$ cat src/rtl/uart_pkg.sv
// Shared UART definitions: receiver state encoding, baud divider helpers
// and the IO-page status bit positions.
package uart_pkg;

  typedef enum logic [2:0] {
    IDLE,
    START,
    DATA,
    STOP,
    WAIT_HIGH
  } rx_state_t;

  localparam int STAT_VALID_BIT     = 0;
  localparam int STAT_FRAME_ERR_BIT = 1;
  localparam int STAT_OVERRUN_BIT   = 2;

  // Clocks per bit; the emitter uses the same divider so both sides agree.
  function automatic int baud_div(input int clk_freq_hz, input int baud_rate);
    return clk_freq_hz / baud_rate;
  endfunction

  function automatic int baud_half(input int clk_freq_hz, input int baud_rate);
    return baud_div(clk_freq_hz, baud_rate) / 2;
  endfunction

endpackage

$ cat src/rtl/uart_rx_sync.sv
// Two-flop synchronizer for the asynchronous RXD line; resets to the
// line's idle level so no false start bit is seen after reset.
module uart_rx_sync #(
  parameter logic RESET_VAL = 1'b1
) (
  input  logic clk,
  input  logic rst,
  input  logic d,
  output logic q
);

  logic meta;

  always_ff @(posedge clk or posedge rst) begin
    if (rst) begin
      meta <= RESET_VAL;
      q    <= RESET_VAL;
    end else begin
      meta <= d;
      q    <= meta;
    end
  end

endmodule

$ cat src/rtl/uart_receiver.sv
// 8N1 UART receiver with a single-entry holding register, valid/ready
// handshake and sticky framing/overrun flags.
module uart_receiver
  import uart_pkg::*;
#(
  parameter int clk_freq_hz = 10_000_000,
  parameter int baud_rate   = 1_000_000
) (
  input  logic       i_clk,
  input  logic       i_rst,
  input  logic       i_uart_rx,
  output logic [7:0] o_data,
  output logic       o_valid,
  input  logic       i_ready,
  input  logic       i_err_clr,
  output logic       o_frame_err,
  output logic       o_overrun
);

  localparam int DIV  = baud_div(clk_freq_hz, baud_rate);
  localparam int HALF = baud_half(clk_freq_hz, baud_rate);
  localparam int CW   = $clog2(DIV);

  localparam logic [CW-1:0] CNT_FULL = CW'(DIV - 1);
  localparam logic [CW-1:0] CNT_HALF = CW'(HALF - 1);

  logic rx_s;

  rx_state_t     state, state_nxt;
  logic [CW-1:0] cnt, cnt_nxt;
  logic [2:0]    bit_idx, bit_idx_nxt;
  logic [7:0]    shreg, shreg_nxt;
  logic [7:0]    data_q, data_nxt;
  logic          valid_q, valid_nxt;
  logic          frame_err_q, frame_err_nxt;
  logic          overrun_q, overrun_nxt;

  uart_rx_sync #(.RESET_VAL(1'b1)) u_sync (
    .clk (i_clk),
    .rst (i_rst),
    .d   (i_uart_rx),
    .q   (rx_s)
  );

  always_ff @(posedge i_clk or posedge i_rst) begin
    if (i_rst) begin
      state       <= IDLE;
      cnt         <= '0;
      bit_idx     <= '0;
      shreg       <= '0;
      data_q      <= '0;
      valid_q     <= 1'b0;
      frame_err_q <= 1'b0;
      overrun_q   <= 1'b0;
    end else begin
      state       <= state_nxt;
      cnt         <= cnt_nxt;
      bit_idx     <= bit_idx_nxt;
      shreg       <= shreg_nxt;
      data_q      <= data_nxt;
      valid_q     <= valid_nxt;
      frame_err_q <= frame_err_nxt;
      overrun_q   <= overrun_nxt;
    end
  end

  always_comb begin
    state_nxt     = state;
    cnt_nxt       = cnt;
    bit_idx_nxt   = bit_idx;
    shreg_nxt     = shreg;
    data_nxt      = data_q;
    valid_nxt     = valid_q;
    frame_err_nxt = i_err_clr ? 1'b0 : frame_err_q;
    overrun_nxt   = i_err_clr ? 1'b0 : overrun_q;

    if (valid_q && i_ready) valid_nxt = 1'b0;

    // Set events below override the clear above when both hit one edge.
    unique case (state)
      IDLE: begin
        if (!rx_s) begin
          state_nxt = START;
          cnt_nxt   = CNT_HALF;
        end
      end
      START: begin
        if (cnt == '0) begin
          if (!rx_s) begin
            state_nxt   = DATA;
            cnt_nxt     = CNT_FULL;
            bit_idx_nxt = '0;
          end else begin
            state_nxt = IDLE;
          end
        end else begin
          cnt_nxt = cnt - 1'b1;
        end
      end
      DATA: begin
        if (cnt == '0) begin
          shreg_nxt = {rx_s, shreg[7:1]};
          cnt_nxt   = CNT_FULL;
          if (bit_idx == 3'd7) state_nxt = STOP;
          else bit_idx_nxt = bit_idx + 3'd1;
        end else begin
          cnt_nxt = cnt - 1'b1;
        end
      end
      STOP: begin
        if (cnt == '0) begin
          if (rx_s) begin
            state_nxt = IDLE;
            if (!valid_q || i_ready) begin
              data_nxt  = shreg;
              valid_nxt = 1'b1;
            end else begin
              overrun_nxt = 1'b1;
            end
          end else begin
            frame_err_nxt = 1'b1;
            state_nxt     = WAIT_HIGH;
          end
        end else begin
          cnt_nxt = cnt - 1'b1;
        end
      end
      WAIT_HIGH: begin
        if (rx_s) state_nxt = IDLE;
      end
      default: state_nxt = IDLE;
    endcase
  end

  assign o_data      = data_q;
  assign o_valid     = valid_q;
  assign o_frame_err = frame_err_q;
  assign o_overrun   = overrun_q;

endmodule

$ cat config.mk
export PLATFORM = sky130hd
export DESIGN_NAME = uart_receiver
export DESIGN_NICKNAME = d
export VERILOG_FILES = /design/src/rtl/uart_pkg.sv /design/src/rtl/uart_rx_sync.sv /design/src/rtl/uart_receiver.sv
export SDC_FILE = /design/constraint.sdc
export NUM_CORES = 1
export LEC_CHECK = 0
export CAP_MARGIN = 20
export CORE_MARGIN = 1
export CORE_UTILIZATION = 55
export CTS_BUF_LIST = sky130_fd_sc_hd__clkbuf_4 sky130_fd_sc_hd__clkbuf_8
export DETAILED_ROUTE_END_ITERATION = 12
export GPL_ROUTABILITY_DRIVEN = 0
export PLACE_DENSITY = 0.79
export RECOVER_POWER = 25
export SLEW_MARGIN = 20
export SYNTH_ARGS = -nofsm -noshare
export SYNTH_HDL_FRONTEND = slang
export SYNTH_HIERARCHICAL = 1
export SYNTH_SLANG_ARGS = --single-unit
$ cat constraint.sdc
create_clock -name i_clk -period 2.3 [get_ports i_clk]
set_clock_uncertainty 0.1 [all_clocks]
set_input_delay 0.23 -clock i_clk [delete_from_list [all_inputs] [get_ports i_clk]]
set_output_delay 0.23 -clock i_clk [all_outputs]
set_load 0.01 [all_outputs]
==> metrics.csv, run 1 <==
metric,value,unit
status,"finished, violations left",
violated checks,"max-capacitance violations, max-slew violations",
"delay-heaviest family, CP",simple AND/OR/NAND/NOR gates,
ANT cells,0,
post-synthesis cell area,1430,um^2
Synth top area share,0.509,
HP Class,flop to flop,
WP data arrival,2.24,ns
CP Data Required Time,2.43,ns
DRC errors left,0,
CORE AREA,2450,um^2
Initial DRC Count,11,
register-to-register setup slack,0.19,ns
Slew headroom,-0.0164,
FF-to-FF Start,cnt[0],
Max clock buf depth,2,
crit-path max cell delay,0.41,ns
Max-Cap Viols,1,
DR vias,956,
commonest register cell after synthesis,dfrtp_1,
Initial DRT Pass Iterations,4,
Layout area overhead,19.9,%
Num CTS Buffers,5,
Highest Clock Rate,0.473,GHz
P per Cell Area,959,nW/um^2
TritonCTS clock tree,done,
Die Wd,52.9,um
Vias/cell,5.56,
Final Hold Vio Count,0,
Final min period,2.11,ns
largest net degree at the start of global routing,30,
Crit Path Class,flop to flop,
Final Net Count,150,
setup TNS,0,ns
RSZ-0062 raised after global routing,no,
I/O Pins,16,
final wirelength,2.50,mm
Die Span Y,52.9,um
Fillers,186,
GRT overflow,0,
gr usage total,0.212,
"Avg Cell Area, Syn",12.1,um^2
IO buf count,15,
Worst Reg-to-Reg Cells,7,
row count,18,
Synth cell types,34,
Yosys top cell by area,dfrtp_1,
DP Wirelength,1.71,mm
most frequent cell after synthesis,dfrtp_1,
Hold Path Depth,0,
multi-input logic area,587,um^2
Synth top cells by count,"dfrtp_1, mux2_2, inv_1, nand2_1, o21ai_0",
hold_sp,u_sync/meta,
Hold Path Sink,u_sync/q,
Ys Warns,6,
initial antenna violation count,0,
Die Area,2800,um^2
worst reg2reg endpoint,o_data[2],
initial cell density of the core,0.581,
Root Driver,clkbuf_4,
"Setup violations, final",0,
CTS Sinks,31,
WL/cell,14.5,um
clk_lat worst skew,0.34,ns
Max Slew Vio Count,30,
register area,778,um^2
Clock H-tree levels,2,
Crit path buffers/inverters,2,
"flops & latches, synth",31,
layout cells sized above 1,0.254,
Async SR Flop Fraction,1.00,
worst path cell trace,inv_1 > ha_1 > nor3b_4 > nand4_1 > nor2b_1 > buf_4 > mux2_2,
Worst setup EP type,flop,
maximum VDD drop,0.705,mV
Final ANT Viol Nets,0,
first-pass GRT wire length,4.02,mm
largest cells by area after synthesis,"dfrtp_1, mux2_2, dfstp_2, ha_1, inv_1",
period utilization,0.919,
sequential-to-total area share from yosys stat,0.546,
"Clk pin slew, worst setup/hold paths",0.10,ns
crit start category,flop,
Mapped Cells,118,
vias in the first global route,861,
Leak Pwr,0.820,nW
"EDFF count, synth",0,
Mapped Nets,127,
overall power,1.64,mW
Slowest cell on crit path,dfrtp_1,
worst-path fanout max,8,
CTS resizes,0,
worst-margin pin slew,1.52,ns
CTS hold repair buffers,0,
==> where the power goes <==
| part | leakage (nW) | internal, mW | switching [mW] |
|---|---|---|---|
| Sequential | 0.411 | 0.632 | 0.107 |
| Clock | 0.0482 | 0.257 | 0.195 |
| Combinational | 0.360 | 0.235 | 0.213 |
==> sequential cells by signal (all words and copies together) (netlist names), 3 cells and up <==
name and flops:
shreg 8, cnt 4, bit_idx 3, state 3
o_data 8
==> through the flow <==
step	cell area [um^2]	setup WS, ns	hold WS (ns)	utilization	cells
2_1_floorplan	1430	0.367	0.0415	-	118
3_3_place_gp	1610	0.234	0.245	0.657	162
3_5_place_dp	1610	0.155	0.249	0.657	162
4_1_cts	1700	0.129	0.123	0.692	170
5_1_grt	1710	0.0302	0.255	0.697	172
6_report	1710	0.186	0.262	0.697	172
==> worst max-delay path by stage <==
stage,from,to,slack [ns],cells after the start
6_report,cnt[0],o_data[2],0.19,7
3_5_place_dp,cnt[0],o_data[2],0.16,7
3_3_place_gp,cnt[0],o_data[4],0.23,7
4_1_cts,cnt[0],o_data[2],0.13,7
5_1_grt,cnt[0],o_data[2],0.03,7
2_1_floorplan,cnt[0],o_data[0],0.37,7
==> layer usage <==
metal  vias to the layer above  GRT usage  part of all wire
met2                        22      0.291              0.47
met5                         -          0                 0
met1                       470      0.283              0.47
met3                         6      0.103             0.046
li1                        458          -                 -
met4                         0     0.0833             0.014
==> cells by family after synthesis <==
kind of cell	after synthesis	synth area share
fa+ha+maj	4	0.0351
flops	31	0.546
buf+inv	14	0.0430
mux	21	0.167
simple gates	28	0.118
compound gates	20	0.0912
==> worst register-to-register path: cells and delay by family (launching register included) <==
family / cells / cell delay (ns)
and+or+nand+nor: 3 / 0.63
buffers and inverters: 2 / 0.30
adders and majority gates: 1 / 0.20
DFF: 1 / 0.41
muxes: 1 / 0.35
==> final cells by class <==
class | instances | area share
Clock buffer | 6 | 0.0300
Clock inverter | 2 | 0.0205
Inverter | 10 | 0.0219
Multi-Input combinational cell | 73 | 0.343
Sequential cell | 31 | 0.455
Tap cell | 30 | 0.0219
Timing Repair Buffer | 20 | 0.108
==> cell usage in the layout, fill, tap and decap left out, drive strengths merged <==
master	instances
nand2	10
nor2	3
and2	1
nor3b	3
or4b	1
buf	4
a2bb2oi	1
or3	1
clkbuf	7
bufinv	1
mux2	19
nand2b	2
a21oi	3
clkdlybuf4s50	13
o21bai	1
nor2b	3
nor3	1
nand3b	1
clkinv	1
inv	10
o21ai	5
dfrtp	29
o22ai	4
dlygate4sd3	2
a311oi	2
ha	4
a21boi	1
dfstp	2
mux2i	2
a211oi	1
or3b	1
nand4	1
o41ai	1
o31ai	1
==> what timing repair did <==
action	4_1_cts	5_1_grt
hold endpoints to repair	0	0
setup buffers	0	2
endpoints found under the setup margin	0	8
Note: power is estimated with default switching activity, not from simulation.
==> run 2: changes to the inputs <==
--- a/config.mk
+++ b/config.mk
@@ -5,14 +5,16 @@
 export SDC_FILE = /design/constraint.sdc
 export NUM_CORES = 1
 export LEC_CHECK = 0
+export ABC_CLOCK_PERIOD_IN_PS = 2300
 export CAP_MARGIN = 20
 export CORE_MARGIN = 1
 export CORE_UTILIZATION = 55
 export CTS_BUF_LIST = sky130_fd_sc_hd__clkbuf_4 sky130_fd_sc_hd__clkbuf_8
+export CTS_CLUSTER_DIAMETER = 120
 export DETAILED_ROUTE_END_ITERATION = 12
 export GPL_ROUTABILITY_DRIVEN = 0
 export PLACE_DENSITY = 0.79
-export RECOVER_POWER = 25
+export RECOVER_POWER = 100
 export SLEW_MARGIN = 20
 export SYNTH_ARGS = -nofsm -noshare
 export SYNTH_HDL_FRONTEND = slang
==> run 2 against run 1 <==
Compared with the run above: first-iteration DRC count unchanged; sequential power about the same; core utilization shrank 0.41 points; register-to-register slack barely moved; clock power about the same; flip-flop and latch count did not move; the flow still finishes with violations (max-capacitance violations, max-slew violations); global-route usage is the same.
==> metrics.csv, run 2 (same netlist as run 1, synthesis figures left out) <==
metric,value,unit,change
I/O Pins,16,,unchanged
CTS Sinks,31,,unchanged
DR vias,950,,-0.63%
DRC errors left,0,,unchanged
Worst Reg-to-Reg Cells,7,,unchanged
"Setup violations, final",0,,unchanged
FF-to-FF Start,cnt[0],,
TritonCTS clock tree,done,,
Crit Path Class,flop to flop,,
P per Cell Area,953,nW/um^2,-0.59%
CTS hold repair buffers,0,,unchanged
"Clk pin slew, worst setup/hold paths",0.10,ns,about the same
Clock H-tree levels,2,,unchanged
register-to-register setup slack,0.19,ns,about the same
IO buf count,15,,unchanged
Hold Path Depth,0,,unchanged
gr usage total,0.212,,unchanged
Hold Path Sink,u_sync/q,,
GRT overflow,0,,unchanged
initial cell density of the core,0.581,,unchanged
"commonest non-fill, non-tap cell in the layout",dfrtp_1,,
Slew headroom,-0.0118,,+0.00453
HP Class,flop to flop,,
crit-path max cell delay,0.41,ns,about the same
Final min period,2.11,ns,-0.00624 ns
Crit path buffers/inverters,2,,unchanged
register area,778,um^2,unchanged
Max clock buf depth,2,,unchanged
Leak Pwr,0.848,nW,+3.4%
worst path cell trace,inv_1 > ha_1 > nor3b_4 > nand4_1 > nor2b_1 > buf_4 > mux2_2,,
Die Area,2800,um^2,unchanged
Initial DRT Pass Iterations,4,,unchanged
Final Hold Vio Count,0,,unchanged
layout cells sized above 1,0.232,,-0.0211
status,"finished, violations left",,
hold_ws,0.262,ns,-0.000255 ns
setup ws final,0.193,ns,+0.00624 ns
DP Wirelength,1.71,mm,unchanged
largest net degree at the start of global routing,30,,unchanged
Vias/cell,5.52,,-0.63%
Final ANT Viol Nets,0,,unchanged
multi-input logic area,581,um^2,-1.1%
setup TNS,0,ns,unchanged
RSZ-0062 raised after global routing,no,,
period utilization,0.916,,-0.00271
worst-margin pin slew,1.52,ns,-0.00679 ns
maximum VDD drop,0.703,mV,-0.18%
Slowest cell on crit path,dfrtp_1,,
Num CTS Buffers,5,,unchanged
initial antenna violation count,0,,unchanged
Root Driver,clkbuf_4,,
ANT cells,0,,unchanged
crit start category,flop,,
Highest Clock Rate,0.475,GHz,+0.30%
Max Slew Vio Count,30,,unchanged
worst-path fanout max,8,,unchanged
WL/cell,14.4,um,-0.92%
Initial DRC Count,11,,unchanged
CP Data Required Time,2.42,ns,about the same
vias in the first global route,861,,unchanged
first-pass GRT wire length,4.02,mm,unchanged
worst reg2reg endpoint,o_data[2],,
violated checks,"max-capacitance violations, max-slew violations",,
most frequent cells in the layout,"dfrtp_1, mux2_2, dlygate4sd3_1",,
Die Wd,52.9,um,unchanged
WP data arrival,2.23,ns,about the same
hold_sp,u_sync/meta,,
row count,18,,unchanged
Layout area overhead,19.2,%,
CORE AREA,2450,um^2,unchanged
fin util,0.693,,-0.00408
clk_lat worst skew,0.34,ns,about the same
final wirelength,2.48,mm,-0.92%
Worst setup EP type,flop,,
Post-Place Setup Slack,0.155,ns,unchanged
Max-Cap Viols,1,,unchanged
Fillers,191,,+2.7%
Die Span Y,52.9,um,unchanged
"delay-heaviest family, CP",simple AND/OR/NAND/NOR gates,,
Final Net Count,150,,unchanged
==> run 2: changes by cell type in the layout (fill, tap and decap cells not counted) <==
cell,delta
clkdlybuf4s50_1,-11
clkbuf_4,+1
mux2_1,+1
dlygate4sd3_1,+11
or3b_4,-1
mux2_4,-1
clkbuf_1,+1
or3b_1,+1
and2_0,+1
and2_1,-1
buf_4,-2
==> run 2: power breakdown <==
part	switching, mW	internal (mW)	total (mW)
clock network	0.193	0.257	0.450
logic	0.212	0.220	0.432
registers	0.107	0.632	0.739
==> run 2: final cells by class <==
cell class,instances,area share
Sequential cell,31,0.458
Multi-Input combinational cell,73,0.341
Inverter,10,0.0221
Clock inverter,2,0.0206
Clock buffer,6,0.0302
Tap cell,30,0.0221
Timing Repair Buffer,20,0.106
==> run 2: timing repair <==
| item | CTS | global route |
|---|---|---|
| gates resized for setup | 0 | 0 |
| buffers inserted | 0 | 2 |
| setup endpoints to repair | 0 | 8 |
==> run 2: through the flow <==
step / area, um^2 / power [mW] / std cells
4_1_cts: 1700 / 1.63 / 170
2_1_floorplan: 1430 / 1.07 / 118
6_report: 1700 / 1.62 / 172
3_5_place_dp: 1610 / 1.18 / 162
5_1_grt: 1700 / 1.73 / 172
3_3_place_gp: 1610 / 1.15 / 162
==> run 2: how the worst max path moves through the flow <==
| stage | startpoint | endpoint | slack [ns] | cells after the start |
|---|---|---|---|---|
| after floorplan | cnt[0] | o_data[0] | 0.37 | 7 |
| after global placement | cnt[0] | o_data[4] | 0.23 | 7 |
| after detailed placement | cnt[0] | o_data[2] | 0.16 | 7 |
| after CTS | cnt[0] | o_data[2] | 0.13 | 7 |
| after global routing | cnt[0] | o_data[2] | 0.04 | 7 |
| final | cnt[0] | o_data[2] | 0.19 | 7 |
==> run 2: layer usage <==
metal	track usage	part of all wire
met4	0.0833	0.015
met2	0.291	0.47
met1	0.283	0.47
met3	0.103	0.052
met5	0	0
==> run 3: changes to the inputs <==
--- a/config.mk
+++ b/config.mk
@@ -10,7 +10,7 @@
 export CORE_MARGIN = 1
 export CORE_UTILIZATION = 55
 export CTS_BUF_LIST = sky130_fd_sc_hd__clkbuf_4 sky130_fd_sc_hd__clkbuf_8
-export CTS_CLUSTER_DIAMETER = 120
+export CTS_CLUSTER_DIAMETER = 100
 export DETAILED_ROUTE_END_ITERATION = 12
 export GPL_ROUTABILITY_DRIVEN = 0
 export PLACE_DENSITY = 0.79
==> results of run 3 <==
Same layout as run 2: the final DEF is identical, and so are final timing and power.
